==> src/rtl/load_store_queue.sv <==
// In-order load/store queue: program-order dispatch, multi-channel CDB operand snoop,
// head-only memory access through an IDLE/ACCESS/DRAIN FSM, and commit-aware flush.
module load_store_queue #(
  parameter int          ROB_WIDTH = 4,
  parameter int          LSQ_WIDTH = 3,
  parameter int          CDB_PORTS = 2,
  parameter logic [31:0] IO_BASE   = 32'h0003_0000
) (
  input  logic                          clockIn,
  input  logic                          resetIn,
  input  logic                          readyIn,
  input  logic                          clearIn,
  input  logic                          addFlag,
  input  logic [3:0]                    addOp,
  input  logic [31:0]                   addVj,
  input  logic [31:0]                   addVk,
  input  logic [31:0]                   addImm,
  input  logic [ROB_WIDTH-1:0]          addQj,
  input  logic [ROB_WIDTH-1:0]          addQk,
  input  logic                          addQjBusy,
  input  logic                          addQkBusy,
  input  logic [ROB_WIDTH-1:0]          addDest,
  output logic                          full,
  output logic [LSQ_WIDTH:0]            count,
  input  logic [CDB_PORTS-1:0]          cdbFlag,
  input  logic [32*CDB_PORTS-1:0]       cdbVal,
  input  logic [ROB_WIDTH*CDB_PORTS-1:0] cdbDest,
  input  logic                          robFlag,
  input  logic [ROB_WIDTH-1:0]          robDest,
  input  logic [ROB_WIDTH-1:0]          robHeadDest,
  output logic                          outFlag,
  output logic [31:0]                   outVal,
  output logic [ROB_WIDTH-1:0]          outDest,
  output logic                          memOutFlag,
  output logic [2:0]                    memOp,
  output logic [31:0]                   memAddr,
  output logic [31:0]                   memDataOut,
  input  logic [31:0]                   memDataIn,
  input  logic                          memOkFlag
);

  localparam int DEPTH = 1 << LSQ_WIDTH;
  localparam int PW    = (LSQ_WIDTH > 0) ? LSQ_WIDTH : 1;
  localparam int CW    = LSQ_WIDTH + 1;
  localparam logic [PW-1:0] LAST = PW'(DEPTH - 1);

  typedef enum logic [1:0] {IDLE = 2'd0, ACCESS = 2'd1, DRAIN = 2'd2} state_t;

  typedef struct packed {
    logic                 valid;
    logic                 committed;
    logic [3:0]           op;
    logic [31:0]          vj;
    logic [31:0]          vk;
    logic [31:0]          imm;
    logic [ROB_WIDTH-1:0] qj;
    logic [ROB_WIDTH-1:0] qk;
    logic                 qj_busy;
    logic                 qk_busy;
    logic [ROB_WIDTH-1:0] dest;
  } entry_t;

  entry_t        q [DEPTH];
  logic [PW-1:0] head, tail, youngest;
  logic [CW-1:0] count_r;
  state_t        state;
  logic          mem_req;

  logic [32:0]   snoop_j [DEPTH];
  logic [32:0]   snoop_k [DEPTH];
  logic [32:0]   add_j, add_k;
  logic [CW-1:0] kept;
  entry_t        add_e, head_e;
  logic [31:0]   mem_addr;
  logic          flush, do_add, load_ok, store_ok, issue, mem_done, retire;
  logic [PW-1:0] head_next, flush_tail;
  logic [CW-1:0] flush_count;

  function automatic logic [PW-1:0] ptr_inc(input logic [PW-1:0] p);
    return (p == LAST) ? {PW{1'b0}} : p + 1'b1;
  endfunction

  // Lowest CDB channel wins; the internal writeback has the lowest priority.
  function automatic logic [32:0] snoop(input logic [ROB_WIDTH-1:0] tag);
    logic [32:0] r;
    r = (outFlag && outDest == tag) ? {1'b1, outVal} : {1'b0, 32'h0000_0000};
    for (int k = CDB_PORTS - 1; k >= 0; k--) begin
      if (cdbFlag[k] && cdbDest[k*ROB_WIDTH +: ROB_WIDTH] == tag) r = {1'b1, cdbVal[k*32 +: 32]};
      else r = r;
    end
    return r;
  endfunction

  function automatic logic [31:0] load_ext(input logic uns, input logic [1:0] size, input logic [31:0] d);
    logic [31:0] r;
    case (size)
      2'b00:   r = uns ? {24'h00_0000, d[7:0]} : {{24{d[7]}}, d[7:0]};
      2'b01:   r = uns ? {16'h0000, d[15:0]} : {{16{d[15]}}, d[15:0]};
      default: r = d;
    endcase
    return r;
  endfunction

  assign head_e      = q[head];
  assign mem_addr    = head_e.vj + head_e.imm;
  assign memAddr     = mem_addr;
  assign memDataOut  = head_e.vk;
  assign memOutFlag  = mem_req & ~memOkFlag;
  assign count       = count_r;
  assign full        = (count_r == CW'(DEPTH));

  assign flush       = readyIn & clearIn;
  assign do_add      = readyIn & addFlag & ~full & ~flush;
  assign load_ok     = !head_e.op[3] && !head_e.qj_busy && !flush &&
                       ((mem_addr < IO_BASE) || (head_e.dest == robHeadDest));
  assign store_ok    = head_e.op[3] && head_e.committed && !head_e.qj_busy && !head_e.qk_busy;
  assign issue       = head_e.valid && (load_ok || store_ok);
  assign mem_done    = readyIn && memOkFlag && (state == ACCESS);
  // A load squashed in the completion cycle is dropped instead of retired.
  assign retire      = mem_done && (head_e.op[3] || !flush);
  assign head_next   = retire ? ptr_inc(head) : head;
  assign flush_tail  = (q[youngest].valid && q[youngest].committed) ? ptr_inc(youngest) : head_next;
  assign flush_count = kept - CW'(retire);

  // Snoop results per entry, surviving committed entries, and the entry being dispatched.
  always_comb begin
    kept  = '0;
    add_j = snoop(addQj);
    add_k = snoop(addQk);
    for (int i = 0; i < DEPTH; i++) begin
      snoop_j[i] = snoop(q[i].qj);
      snoop_k[i] = snoop(q[i].qk);
      if (q[i].valid && q[i].committed) kept = kept + 1'b1;
      else kept = kept;
    end
    add_e           = '0;
    add_e.valid     = 1'b1;
    add_e.op        = addOp;
    add_e.imm       = addImm;
    add_e.qj        = addQj;
    add_e.qk        = addQk;
    add_e.dest      = addDest;
    add_e.vj        = (addQjBusy && add_j[32]) ? add_j[31:0] : addVj;
    add_e.vk        = (addQkBusy && add_k[32]) ? add_k[31:0] : addVk;
    add_e.qj_busy   = addQjBusy && !add_j[32];
    add_e.qk_busy   = addQkBusy && !add_k[32];
  end

  // Queue storage, pointers, commit/flush bookkeeping and the memory FSM.
  always_ff @(posedge clockIn or posedge resetIn) begin
    if (resetIn) begin
      for (int i = 0; i < DEPTH; i++) q[i] <= '0;
      head     <= '0;
      tail     <= '0;
      youngest <= '0;
      count_r  <= '0;
      state    <= IDLE;
      mem_req  <= 1'b0;
      memOp    <= 3'b000;
      outFlag  <= 1'b0;
      outVal   <= 32'h0000_0000;
      outDest  <= '0;
    end else if (readyIn) begin
      for (int i = 0; i < DEPTH; i++) begin
        if (q[i].valid && q[i].qj_busy && snoop_j[i][32]) begin
          q[i].vj      <= snoop_j[i][31:0];
          q[i].qj_busy <= 1'b0;
        end
        if (q[i].valid && q[i].qk_busy && snoop_k[i][32]) begin
          q[i].vk      <= snoop_k[i][31:0];
          q[i].qk_busy <= 1'b0;
        end
        if (robFlag && !flush && q[i].valid && !q[i].committed && q[i].dest == robDest) begin
          q[i].committed <= 1'b1;
          youngest       <= PW'(i);
        end
        if (flush && !q[i].committed) q[i].valid <= 1'b0;
      end

      if (do_add) q[tail] <= add_e;
      if (retire) q[head].valid <= 1'b0;
      head <= head_next;

      if (flush) begin
        tail    <= flush_tail;
        count_r <= flush_count;
      end else begin
        if (do_add) tail <= ptr_inc(tail);
        count_r <= count_r + CW'(do_add) - CW'(retire);
      end

      outFlag <= 1'b0;
      case (state)
        IDLE: begin
          if (issue) begin
            state   <= ACCESS;
            mem_req <= 1'b1;
            memOp   <= {head_e.op[3], head_e.op[1:0]};
          end
        end
        ACCESS: begin
          if (memOkFlag) begin
            state   <= IDLE;
            mem_req <= 1'b0;
            if (!head_e.op[3] && !flush) begin
              outFlag <= 1'b1;
              outVal  <= load_ext(head_e.op[2], head_e.op[1:0], memDataIn);
              outDest <= head_e.dest;
            end
          end else if (flush && !head_e.op[3]) begin
            state   <= DRAIN;
            mem_req <= 1'b0;
          end
        end
        DRAIN: begin
          if (memOkFlag) state <= IDLE;
        end
        default: begin
          state   <= IDLE;
          mem_req <= 1'b0;
        end
      endcase
    end
  end

endmodule

==> config.mk <==
export PLATFORM = sky130hd
export DESIGN_NAME = load_store_queue
export DESIGN_NICKNAME = d
export VERILOG_FILES = /design/src/rtl/load_store_queue.sv
export SDC_FILE = /design/constraint.sdc
export NUM_CORES = 2
export LEC_CHECK = 0
export CORE_MARGIN = 2
export CORE_UTILIZATION = 30
export CTS_BUF_LIST = sky130_fd_sc_hd__clkbuf_16
export CTS_CLUSTER_SIZE = 40
export DETAILED_ROUTE_END_ITERATION = 7
export GPL_TIMING_DRIVEN = 0
export PLACE_DENSITY = 0.49
export SYNTH_ARGS = -nofsm -noshare
export SYNTH_HDL_FRONTEND = slang
export SYNTH_SLANG_ARGS = --single-unit
==> constraint.sdc <==
create_clock -name clockIn -period 46.9 [get_ports clockIn]
set_input_delay 4.69 -clock clockIn [delete_from_list [all_inputs] [get_ports clockIn]]
set_output_delay 4.69 -clock clockIn [all_outputs]
set_load 0.01 [all_outputs]
==> results.md <==
- Cts hold-fix bufs: 0
- Data required time of the worst path: 42.21 ns
- Synthesized area divided by synthesized cell count: 8.13 um2
- Number of failing hold endpoints at the final stage: 0
- Peak ir drop on the vdd network: 0.0503 mV
- Area leader, netlist: dfrtp_1
- Number of cells upsized or downsized after cts: 0
- Gate Count Post-Synth: roughly 7600
- Type of the worst setup path: flip-flop to primary output
- Total clock buffers created by CTS: 120
- Post-synth design cell area: 61700 um2
- DRT Wirelength: 422 mm
- Detail Placement HPWL: between 300 and 400 mm
- Post-synth top flop: dfrtp_1
- Top post-synthesis cells by count: 1688 x nand2_1, 984 x dfrtp_1, 727 x clkbuf_1
- Worst-case setup slack after placement: 33.72 ns
- Clock skew: 0.0558 ns
- Worst hold-check slack: about 0.48 ns
- Count of maximum capacitance violations: 11
- Static power due to leakage: slightly above 30 nW
- Share of total power consumed by net switching: approximately 46%
- Layout cells sized above 1: 5.37%
- Setup repair after global routing missed its margin: no
- Violation count after the first detailed-routing iteration: 10600
- Total via count after detailed routing: 69100
- Total number of placement rows: 166
- TritonCTS clock tree: yes
- Design internal power: roughly 2.5 mW
- Sequential-to-total area share from yosys stat: ~40%
- Distinct cell type count after synthesis: 84
- Maximum number of pins on one net before global-route repair: 121
- Minimum period implied by the final worst setup slack: around 14 ns
- Final WS setup: 32.65 ns
- Async S/R FF share, synth: between 90% and 100%
- Non-filler cells in the finished layout: 10800
- Worst skew pair latency: roughly 0.84 ns
- First-pass GRT wire length: around 570 mm
- Power share of the clock group: 21.2%
- Hold/Removal Path Class: flip-flop to flip-flop
- Number of buffers added for setup after CTS: 0
- Total global routing overflow: 0
- Number of global-route vias before repair: 65000
- Sequential share of power: 30.7%
- Switching power summed over all nets: around 2.1 mW
- Power density over the cells: ~63 nW/um2
- Die Y: 457 um
- Top area cells in the synthesized netlist: dfrtp_1 40%, nand2_1 10%, a22oi_1 8.4%
- Area share of the largest cell type after synthesis: 39.9%
- Achievable frequency: 70.2 MHz
- Worst reg2reg setup slack: 37.04 ns
- Final net count: 8270
- Number of sinks driven by the clock tree: 984
- Clk pin slew, worst setup/hold paths: ~0.070 ns
- Critical Path End Type: primary output
- Yosys warns: 0
- Data arrival time at the worst-slack endpoint: 9.56 ns
- Outcome: finished with violations
- Number of synthesized flops with an enable pin: 0
- Post-route clock period utilization: 30.4%
- Combinational share of power: 48.0%
- Slew at the pin closest to its max-slew limit: ~1.6 ns
- Synthesis-stage register bit count: around 980
- Count of buffers inserted at the top-level ports: approximately 220
- Average wire length per cell after detail routing: slightly below 40 um
- Floorplan die area: 209000 um2
- Buffers from clock root to sink, at most: 3
- Setup violations, final: 0
- Highest net fanout along the worst path: 10
- Antenna violations before repair: 50
- Violated checks: design-rule violations, max-capacitance violations, max-slew violations
- Overall die width: ~460 um
- Number of antenna-violating nets in the routed design: 0
- # H-tree levels: 3
- Placed cell count: 10500
- Starting Density: 30.1%
- CP startpoint kind: flip-flop
- Floorplan core area: just over 200000 um2
- Synthesized netlist net count: 7873
- Post-synthesis to final-layout area growth: 17.2%
- Tightest slew margin relative to the limit: -9.89%
- Number of detailed-route iterations in the first pass: 8
- Leading cell type by number of instances after synthesis: nand2_1
- Final cell utilization of the core: 35.3%
- CTS root buffer: clkbuf_16
- Weighted congestion reported at the end of routability-driven placement: between 1 and 1.5
- DRC violations left: 2
- Number of top-level design ports: roughly 350
- Routed vias/inst: 6.39
- Tot GR Track Use: 38.9%
- Final Max Tran Viols: 72
==> power by group through the flow <==
stage               Combinational, mW  Sequential, mW  Clock (mW)
detailed placement               2.10            1.39           0
finish                           2.19            1.40       0.967
floorplan                        1.14            1.32           0
global placement                 2.06            1.39           0
global route                     2.29            1.42       0.999
CTS                              2.11            1.38       0.964
==> final cells by class <==
type,instances,area (um2)
Clock inverter,102,866
Timing Repair Buffer,275,3040
Fill cell,21500,132000
Clock buffer,121,3030
Antenna cell,38,95.1
Inverter,39,154
Buffer,914,3810
Tap cell,2688,3360
Multi-Input combinational cell,5648,33300
Sequential cell,984,24600
==> worst paths after layout <==
check	start	cells past startpoint	endpoint
max in group asynchronous	resetIn	6	q[397]
max	head[2]	18	memAddr[28]
min in group asynchronous	resetIn	2	count[1]
min reg2reg	flip-flop	2	flip-flop
min	flip-flop	2	flip-flop
max reg2reg	head[2]	20	memOp[0]
==> metal layers <==
metal,GRT usage (%),wire (um),part of all wire (%)
met2,56.4,176000,42
met1,48.7,161000,38
met4,26.3,33000,7.8
met5,0,125,0.030
met3,13.1,51400,12
==> logic make-up after synthesis <==
logic type               Yosys count  synth area share [%]
AO/OA/AOI/OAI                   2408                  26.3
XOR/XNOR                         293                  4.21
buffers and inverters            953                  6.28
adder cells (fa/ha/maj)           53                  1.10
flip-flops                       984                  39.9
multiplexers                     306                  5.13
AND/OR/NAND/NOR                 2588                  17.0
==> layout by cell type (no fill, tap or decap), drive strengths merged, types with 173 or more instances in the layout <==
cell / synthesis / routed
nor2: 540 / 540
nand2: 1689 / 1689
a211oi: 209 / 209
clkbuf: 727 / 848
a21oi: 545 / 545
buf: 187 / 238
o21ai: 377 / 377
a22oi: 687 / 687
mux2i: 284 / 284
o221ai: 237 / 237
xor2: 173 / 173
clkdlybuf4s50: 0 / 224
dfrtp: 984 / 984
==> metrics by stage <==
| step | total power [mW] | cell area, um2 | setup TNS, ns |
|---|---|---|---|
| 2_1_floorplan | 2.46 | 61700 | 0 |
| 3_3_place_gp | 3.45 | 67300 | -220.95 |
| 3_5_place_dp | 3.50 | 68300 | 0 |
| 4_1_cts | 4.46 | 72200 | 0 |
| 5_1_grt | 4.71 | 72200 | 0 |
| 6_report | 4.55 | 72300 | 0 |
==> worst max-delay path, stage by stage (launching register included) <==
cell	delay, ns
dfrtp_1	0.45
buf_2	0.27
buf_1	0.47
buf_2	0.41
nor2_1	1.03
clkbuf_2	0.81
buf_1	1.10
a22oi_1	0.18
nand4_1	0.35
ha_1	0.50
fa_1	0.30
a21o_1	0.18
a221oi_2	0.11
nor3b_1	0.50
o21ai_0	0.27
o21ai_1	0.38
a31oi_1	0.16
xnor2_1	0.54
clkdlybuf4s50_1	0.70
No activity file was read; power rests on OpenSTA's default activity.
